[config.mk]
export PLATFORM = sky130hd
export DESIGN_NAME = sw_value_capture_flat
export DESIGN_NICKNAME = d
export VERILOG_FILES = /design/src/rtl/sw_value_capture_pkg.sv /design/src/rtl/sw_value_capture_if.sv /design/src/rtl/sw_value_capture_debounce_pulse.sv /design/src/rtl/sw_value_capture.sv /design/src/flat_wrapper.sv
export SDC_FILE = /design/constraint.sdc
export NUM_CORES = 1
export LEC_CHECK = 0
export ABC_AREA = 1
export CAP_MARGIN = 15
export CELL_PAD_IN_SITES_DETAIL_PLACEMENT = 0
export CELL_PAD_IN_SITES_GLOBAL_PLACEMENT = 1
export CORE_AREA = 2 2 99 101
export CTS_CLUSTER_DIAMETER = 100
export DETAILED_ROUTE_END_ITERATION = 10
export DIE_AREA = 0 0 101 103
export GPL_ROUTABILITY_DRIVEN = 1
export PLACE_DENSITY_LB_ADDON = 0.2
export SLEW_MARGIN = 25
export SYNTH_ARGS = -nofsm -noshare
export SYNTH_HDL_FRONTEND = slang
export SYNTH_SLANG_ARGS = --single-unit
[constraint.sdc]
create_clock -name CLK -period 2.97 [get_ports CLK]
set_input_delay 0.4455 -clock CLK [delete_from_list [all_inputs] [get_ports CLK]]
set_output_delay 0.4455 -clock CLK [all_outputs]
set_load 0.01 [all_outputs]
[src/rtl/sw_value_capture_pkg.sv]
// Shared constants for the switch/button value capture front end.
package sw_value_capture_pkg;

   localparam int unsigned BYTES_PER_WORD      = 4;
   localparam int unsigned SYNC_STAGES         = 2;
   localparam int unsigned DEBOUNCE_CYCLES_DEF = 16;
   localparam int unsigned BYTE_W              = 8;
   localparam int unsigned WORD_W              = BYTE_W * BYTES_PER_WORD;
   localparam int unsigned PARTIAL_W           = BYTE_W * (BYTES_PER_WORD - 1);
   localparam int unsigned BYTE_CNT_W          = $clog2(BYTES_PER_WORD);

endpackage : sw_value_capture_pkg

[src/rtl/sw_value_capture_if.sv]
// Board-side inputs and the value/enable pair handed to the LED counter block.
interface sw_value_capture_if;
   import sw_value_capture_pkg::*;

   logic [BYTE_W-1:0]     sw;
   logic                  btn_load;
   logic                  btn_clr;
   logic [WORD_W-1:0]     value;
   logic                  enable;
   logic [BYTE_CNT_W-1:0] byte_cnt;

   modport master (output sw, btn_load, btn_clr, input value, enable, byte_cnt);
   modport slave  (input sw, btn_load, btn_clr, output value, enable, byte_cnt);

endinterface : sw_value_capture_if

[src/rtl/sw_value_capture_debounce_pulse.sv]
// Synchronizes one raw button, debounces it and emits a one-cycle pulse per press.
module debounce_pulse
   import sw_value_capture_pkg::*;
#(
   parameter int unsigned DEBOUNCE_CYCLES = DEBOUNCE_CYCLES_DEF
) (
   input  logic CLK,
   input  logic RST,
   input  logic raw,
   output logic level,
   output logic press
);

   localparam int unsigned CNT_W = $clog2(DEBOUNCE_CYCLES);

   logic [SYNC_STAGES-1:0] sync_q;
   logic                   sync_lvl;
   logic [CNT_W-1:0]       cnt_q, cnt_d;
   logic                   db_q, db_d;
   logic                   db_prev_q;
   logic                   press_q, press_d;

   assign sync_lvl = sync_q[SYNC_STAGES-1];
   assign level    = db_q;
   assign press    = press_q;

   // Debounce counter: a level change is accepted only after it persists.
   always_comb begin
      cnt_d   = cnt_q;
      db_d    = db_q;
      press_d = db_q & ~db_prev_q;
      if (sync_lvl != db_q) begin
         if (cnt_q == CNT_W'(DEBOUNCE_CYCLES - 1)) begin
            db_d  = sync_lvl;
            cnt_d = '0;
         end else begin
            cnt_d = cnt_q + CNT_W'(1);
         end
      end else begin
         cnt_d = '0;
      end
   end

   // Synchronizer, debounce state and rising-edge detect registers.
   always_ff @(posedge CLK) begin
      if (RST) begin
         sync_q    <= '0;
         cnt_q     <= '0;
         db_q      <= 1'b0;
         db_prev_q <= 1'b0;
         press_q   <= 1'b0;
      end else begin
         sync_q    <= {sync_q[SYNC_STAGES-2:0], raw};
         cnt_q     <= cnt_d;
         db_q      <= db_d;
         db_prev_q <= db_q;
         press_q   <= press_d;
      end
   end

endmodule : debounce_pulse

[src/rtl/sw_value_capture.sv]
// Packs four debounced switch-byte captures into a 32-bit value with a one-cycle strobe.
module sw_value_capture
   import sw_value_capture_pkg::*;
#(
   parameter int unsigned DEBOUNCE_CYCLES = DEBOUNCE_CYCLES_DEF
) (
   input  logic               CLK,
   input  logic               RST,
   sw_value_capture_if.slave  bus
);

   logic [BYTE_W-1:0]     sw_pipe_q [SYNC_STAGES];
   logic [BYTE_W-1:0]     sw_sync;
   logic                  ld_press, clr_press;
   logic                  ld_level_unused, clr_level_unused;
   logic [BYTE_CNT_W-1:0] cnt_q, cnt_d;
   logic [PARTIAL_W-1:0]  partial_q, partial_d;
   logic [WORD_W-1:0]     value_q, value_d;
   logic                  enable_q, enable_d;

   assign sw_sync      = sw_pipe_q[SYNC_STAGES-1];
   assign bus.value    = value_q;
   assign bus.enable   = enable_q;
   assign bus.byte_cnt = cnt_q;

   debounce_pulse #(.DEBOUNCE_CYCLES(DEBOUNCE_CYCLES)) u_db_load (
      .CLK   (CLK),
      .RST   (RST),
      .raw   (bus.btn_load),
      .level (ld_level_unused),
      .press (ld_press)
   );

   debounce_pulse #(.DEBOUNCE_CYCLES(DEBOUNCE_CYCLES)) u_db_clr (
      .CLK   (CLK),
      .RST   (RST),
      .raw   (bus.btn_clr),
      .level (clr_level_unused),
      .press (clr_press)
   );

   // Switch synchronizer.
   always_ff @(posedge CLK) begin
      if (RST) begin
         for (int unsigned i = 0; i < SYNC_STAGES; i++) sw_pipe_q[i] <= '0;
      end else begin
         sw_pipe_q[0] <= bus.sw;
         for (int unsigned i = 1; i < SYNC_STAGES; i++) sw_pipe_q[i] <= sw_pipe_q[i-1];
      end
   end

   // Packing next-state: clear beats load; the last byte completes the word.
   always_comb begin
      cnt_d     = cnt_q;
      partial_d = partial_q;
      value_d   = value_q;
      enable_d  = 1'b0;
      if (clr_press) begin
         cnt_d = '0;
      end else if (ld_press) begin
         if (cnt_q == BYTE_CNT_W'(BYTES_PER_WORD - 1)) begin
            value_d  = {sw_sync, partial_q};
            enable_d = 1'b1;
            cnt_d    = '0;
         end else begin
            for (int unsigned k = 0; k < BYTES_PER_WORD - 1; k++) begin
               if (cnt_q == BYTE_CNT_W'(k)) partial_d[k*BYTE_W +: BYTE_W] = sw_sync;
            end
            cnt_d = cnt_q + BYTE_CNT_W'(1);
         end
      end
   end

   // Packing state and output registers.
   always_ff @(posedge CLK) begin
      if (RST) begin
         cnt_q     <= '0;
         partial_q <= '0;
         value_q   <= '0;
         enable_q  <= 1'b0;
      end else begin
         cnt_q     <= cnt_d;
         partial_q <= partial_d;
         value_q   <= value_d;
         enable_q  <= enable_d;
      end
   end

endmodule : sw_value_capture

[src/flat_wrapper.sv]
// flat-port wrapper written by rule: the top's interface ports become plain ports
module sw_value_capture_flat import sw_value_capture_pkg::*;
#(
   parameter int unsigned DEBOUNCE_CYCLES = DEBOUNCE_CYCLES_DEF
)
  (CLK, RST, bus_sw, bus_btn_load, bus_btn_clr, bus_value, bus_enable, bus_byte_cnt);
  sw_value_capture_if bus_i ();
  input  logic CLK;
  input  logic RST;
  input wire logic [$bits(bus_i.sw)-1:0] bus_sw;
  input wire logic [$bits(bus_i.btn_load)-1:0] bus_btn_load;
  input wire logic [$bits(bus_i.btn_clr)-1:0] bus_btn_clr;
  output wire logic [$bits(bus_i.value)-1:0] bus_value;
  output wire logic [$bits(bus_i.enable)-1:0] bus_enable;
  output wire logic [$bits(bus_i.byte_cnt)-1:0] bus_byte_cnt;
  assign bus_i.sw = bus_sw;
  assign bus_i.btn_load = bus_btn_load;
  assign bus_i.btn_clr = bus_btn_clr;
  assign bus_value = bus_i.value;
  assign bus_enable = bus_i.enable;
  assign bus_byte_cnt = bus_i.byte_cnt;
  sw_value_capture #(.DEBOUNCE_CYCLES(DEBOUNCE_CYCLES)) u_core (.CLK(CLK), .RST(RST), .bus(bus_i));
endmodule
* Word level (Yosys, flattened, before mapping)
Memories as Yosys holds them, arrays and structs flattened. Index checks and enable logic that the tools add are counted.
Cells by class: reductions and logical operators 11, mux-type cells 7, equality and inequality tests 7, bitwise operators 11, $add $sub $neg 3
Operator list (count):
- $mux W8 | 2
- $reduce_and A4 Y1 | 3
- $reduce_or A3 Y1 | 3
- $add A4 B1 Y4 const B | 2
- $eq A4 B4 Y1 const B | 2
- $not A1 Y1 | 7
- $eq A2 B2 Y1 const B | 2
- $mux W1 | 4
- $reduce_and A2 Y1 | 2
- $reduce_and A3 Y1 | 1
- $add A2 B1 Y2 const B | 1
- $and A1 B1 Y1 | 2
- $eq A2 B1 Y1 const B | 1
- $logic_not A2 Y1 | 1
- $mux W2 | 1
- $ne A1 B1 Y1 | 2
- $or A1 B1 Y1 | 2
- $reduce_or A2 Y1 | 1
Storage, ports and cells: memories 1, RAM bits 16, word-level logic and storage cells 56, flip-flop bits (word level) 77, input port bits 12, output and inout bits 35
Memories:
- u_core.sw_pipe_q | words 2, width 8, read ports 2, clocked after Yosys merged registers in 0, write ports 2, RTL line sw_value_capture.sv:12 | logic [BYTE_W-1:0] sw_pipe_q [SYNC_STAGES];

* Depth between registers and ports, before layout
word-level depth 3, depth in mapped cells 8, depth with buffers taken out 7

* By module
From an unflattened synthesis, not the netlist that was laid out.
Second synthesis, totals: cells, all modules 496, area, all modules 3595.9 µm²
By module, submodules not included:
- sw_value_capture | cells each 420, seq. area each 1501.4 µm², times used 1, area each 2955.3 µm²
- debounce_pulse | cells each 38, seq. area each 180.2 µm², times used 2, area each 320.3 µm²

* Least setup slack after synthesis
Ideal clock, no wire load.
path type register to register, start register u_core.cnt_q[0] (netlist: u_core.bus.byte_cnt[0]), end register u_core.partial_q[0], required time 2.855 ns, library setup time 0.115 ns, setup slack 1.683 ns, path buffers 2, stages on the path, launching flop included 7, arrival time 1.172 ns, period minus slack after synthesis 1.287 ns, cell sequence dfxtp_1 ha_1 nor2_1 buf_4 buf_4 a21oi_1 nor2_1
On the way: longest elaborated chain between the ends 3, elaborated cells between the ends (all ways) 4, classes of those cells 1 x eq/ne; 1 x bitwise; 2 x reduce/logical
Ends and longest elaborated chain:
- start, declared | RTL line sw_value_capture.sv:16 | logic [BYTE_CNT_W-1:0] cnt_q, cnt_d;
- start signal, assigned | RTL line sw_value_capture.sv:82 | cnt_q <= cnt_d;
- $eq A2 B2 Y1 | RTL line sw_value_capture.sv:61 | if (cnt_q == BYTE_CNT_W'(BYTES_PER_WORD - 1)) begin
- $not A1 Y1 (no source line)
- $reduce_and A4 Y1 (no source line) (*)
- end signal, assigned | RTL line sw_value_capture.sv:83 | partial_q <= partial_d;
- end, declared | RTL line sw_value_capture.sv:17 | logic [PARTIAL_W-1:0] partial_q, partial_d;
Every way passes the cells marked *; elsewhere a longest branch is shown, timed or not. A chain may end at the register's enable or synchronous reset.

* Worst setup path after layout
start register u_core.cnt_q[0] (netlist: u_core.bus.byte_cnt[0]), end register u_core.value_q[15] (netlist: u_core.bus.value[15])
On the way: longest elaborated chain between the ends 2
Ends and longest elaborated chain:
- $eq A2 B2 Y1 | RTL line sw_value_capture.sv:61
- $reduce_and A3 Y1 (no source line)
- end signal, assigned | RTL line sw_value_capture.sv:84 | value_q <= value_d;
- end, declared | RTL line sw_value_capture.sv:18 | logic [WORD_W-1:0] value_q, value_d;
No other way between the ends.

==> reports/metrics.yaml <==
worst_setup_path:
  criticalPathCategory: "reg -> reg"
  critPathMostFrequentCell: "nor2_1"
  cp.arrival_ns: 2.14
  cp-end-kind: "flip-flop"
  worstPathRequired_ns: 3.23
  crit_chain: "ha_1, nand3_2, buf_4, nor2_1, nor2_1"
  cp-start-kind: "flip-flop"
  cp_slowest_cell: "nand3_2"
  path_max_fanout: 33
  max_stage_delay_ns: 0.51
  r2r_slack_ns: 1.09
logic_synthesis:
  syn_area_mm2: 0.00357
  synth_cells: 495
  synth_seq_cells: 93
  syn_area_per_cell_um2: 7.22
  synth_fp_nets: 513
  yosysWarnings: 0
  synth.distinct_cells: 16
  synth_seq_area_share_pct: 52.1
placed_design:
  dp.cells: 636
  hpwl_mm: 4.38
  globalplace.congestion: 0.721
  dpl_cell_area_mm2: 0.00408
  portBuffers: 46
  pre_cts_slack_ns: 1.05
power_and_ir_drop:
  switching_share_pct: 22.5
  p_switching_mw: 0.495
  p_seq_share_pct: 57.5
  share_clk_of_total_power_pct: 39.6
  irDropWorstVdd_v: 0.000222
  p_comb_share_pct: 2.9
  p_int_mw: 1.70
  pwr_density_cell_mw_per_mm2: 513
  p_total_mw: 2.20
  p_leak_nw: 2.06
run:
  maxCapViolations: 0
clock_tree:
  cts_resized: 0
  ctsHoldBuffers: 0
  clockBufferDepth: 2
  h-tree-depth: 3
  cts_tree: "done"
  clkSlewWorstSetupHoldPaths_ns: 0.09
  clock-sinks: 93
  numCtsBuffers: 9
  post_cts_buffers: 0
  clockRootBuffer: "clkbuf_8"
  clk_latency_ns: 0.36
global_routing:
  grt_overflow_total: 0
  grt_start_max_net_pins: 49
  grt_pass1_wl_mm: 11.6
  antenna_found_initial: 0
  track_usage_pct: 14.1
  first_global_vias: 2615
layout:
  multi_input_area_mm2: 0.00129
  stdcell_count: 652
  ff_latch_area_mm2: 0.00186
  mostFrequentLayoutCells: "nor2_1 (129), nand2_1 (103), dfxtp_1 (93)"
  nets: 551
  final_common_cell: "nor2_1"
  design_area_mm2: 0.00429
  fillers: 982
  diodes: 0
  final_core_util_pct: 45.4
  area_delta_synth_final_pct: 20.1
  drive_above_1_share_pct: 5.02
floorplanning:
  die-area_mm2: 0.0104
  ios: 47
  core_area_mm2: 0.00946
  fp.dieH_um: 103
  rows: 36
  initial_core_util_pct: 37.8
  dieWidth_um: 101
sta:
  relSlewSlack_pct: 58.6
  rsz0062_at_grt: "false"
  post-route-period-util_pct: 63.3
  hold_slack_ns: 0.398
  final.setup_skew_ns: 0.0129
  slew_viol_final: 0
  setup_ws_ns: 1.09
  tns_ns: 0
  fin_crit_ns: 1.88
  max_freq_mhz: 532
  setup_viol: 0
  max_slew.worst_pin.slew_ns: 0.620
  hold_viol: 0
routing:
  viasPerCell: 4.35
  vias: 2837
  drt-initial-drc-count: 88
  drt_wl_total_mm: 6.74
  postRouteAntennaNets: 0
  drcViolationCount: 0
  firstDrtPassIters: 4
  wire_per_inst_um: 10.3
status:
  status: "completed"
worst_hold_path:
  hp-class: "reg -> reg"
[cells in the mapped netlist]
library cell	number	area, um2
buf_1	2	7.51
xnor2_1	2	17.5
nand3_1	31	155
nand4_1	2	12.5
buf_4	8	60.1
ha_1	6	75.1
dfxtp_1	93	1860
nand2_1	103	387
o21ai_0	2	10.0
inv_2	4	15.0
nor3_1	2	10.0
buf_2	12	60.1
nor2_1	130	488
buf_6	2	22.5
a21oi_1	25	125
inv_1	71	267
[cells by family after synthesis]
group	count (synthesis)	synth area share [%]
compound gates	27	3.78
xor+xnor	2	0.490
flops	93	52.1
fa+ha+maj	6	2.10
buf+inv	99	12.1
simple gates	268	29.4
[power groups by stage]
stage | Clock [mW] | Combinational (mW) | Sequential (mW)
after floorplan | 0 | 0.0399 | 1.29
after global placement | 0 | 0.0659 | 1.29
after detailed placement | 0 | 0.0661 | 1.29
after CTS | 0.903 | 0.0661 | 1.26
after global routing | 0.945 | 0.0748 | 1.27
final | 0.870 | 0.0645 | 1.26
[routing by layer]
layer	vias up	global-route usage (%)	share of wire [%]
met5	-	0	0
met4	0	5.93	1.3
met3	7	3.93	3.9
met2	47	23.8	46
met1	1239	17.1	49
li1	1544	-	-
[registers in the layout (all words and copies together) (netlist names)]
signal / flops
u_core.bus.enable: 1
u_core.u_db_clr.cnt_q: 4
u_core.bus.byte_cnt: 2
u_core.u_db_clr.press: 1
u_core.bus.value: 32
u_core.partial_q: 24
u_core.sw_pipe_q: 16
u_core.u_db_clr.db_prev_q: 1
u_core.u_db_clr.sync_q: 2
u_core.u_db_load.db_prev_q: 1
u_core.u_db_load.press: 1
u_core.u_db_load.sync_q: 2
u_core.u_db_clr.level: 1
u_core.u_db_load.level: 1
u_core.u_db_load.cnt_q: 4
[worst paths after layout]
kind                                 end                        from  depth (start not counted)
hold reg to reg   u_core.u_db_load.press  u_core.u_db_load.db_prev_q                          1
setup / recovery    u_core.bus.value[15]      u_core.bus.byte_cnt[0]                          5
hold / removal    u_core.u_db_load.press  u_core.u_db_load.db_prev_q                          1
setup reg to reg    u_core.bus.value[15]      u_core.bus.byte_cnt[0]                          5
[critical path: cells and delay by family, from the launching register on]
kind	cells	cell delay, ns
simple gates	3	0.69
fa+ha+maj	1	0.25
buf+inv	1	0.43
flops	1	0.41
[layout make-up]
cell class              count  share of cell area (%)
flip-flops and latches     93                    43.4
multi-input cells         303                    30.0
repair buffers             51                    11.9
clock buffers              10                    3.21
well taps                 114                    3.32
inverters                  75                    6.56
clock inverters             6                    1.60
No activity file was read; power rests on OpenSTA's default activity.
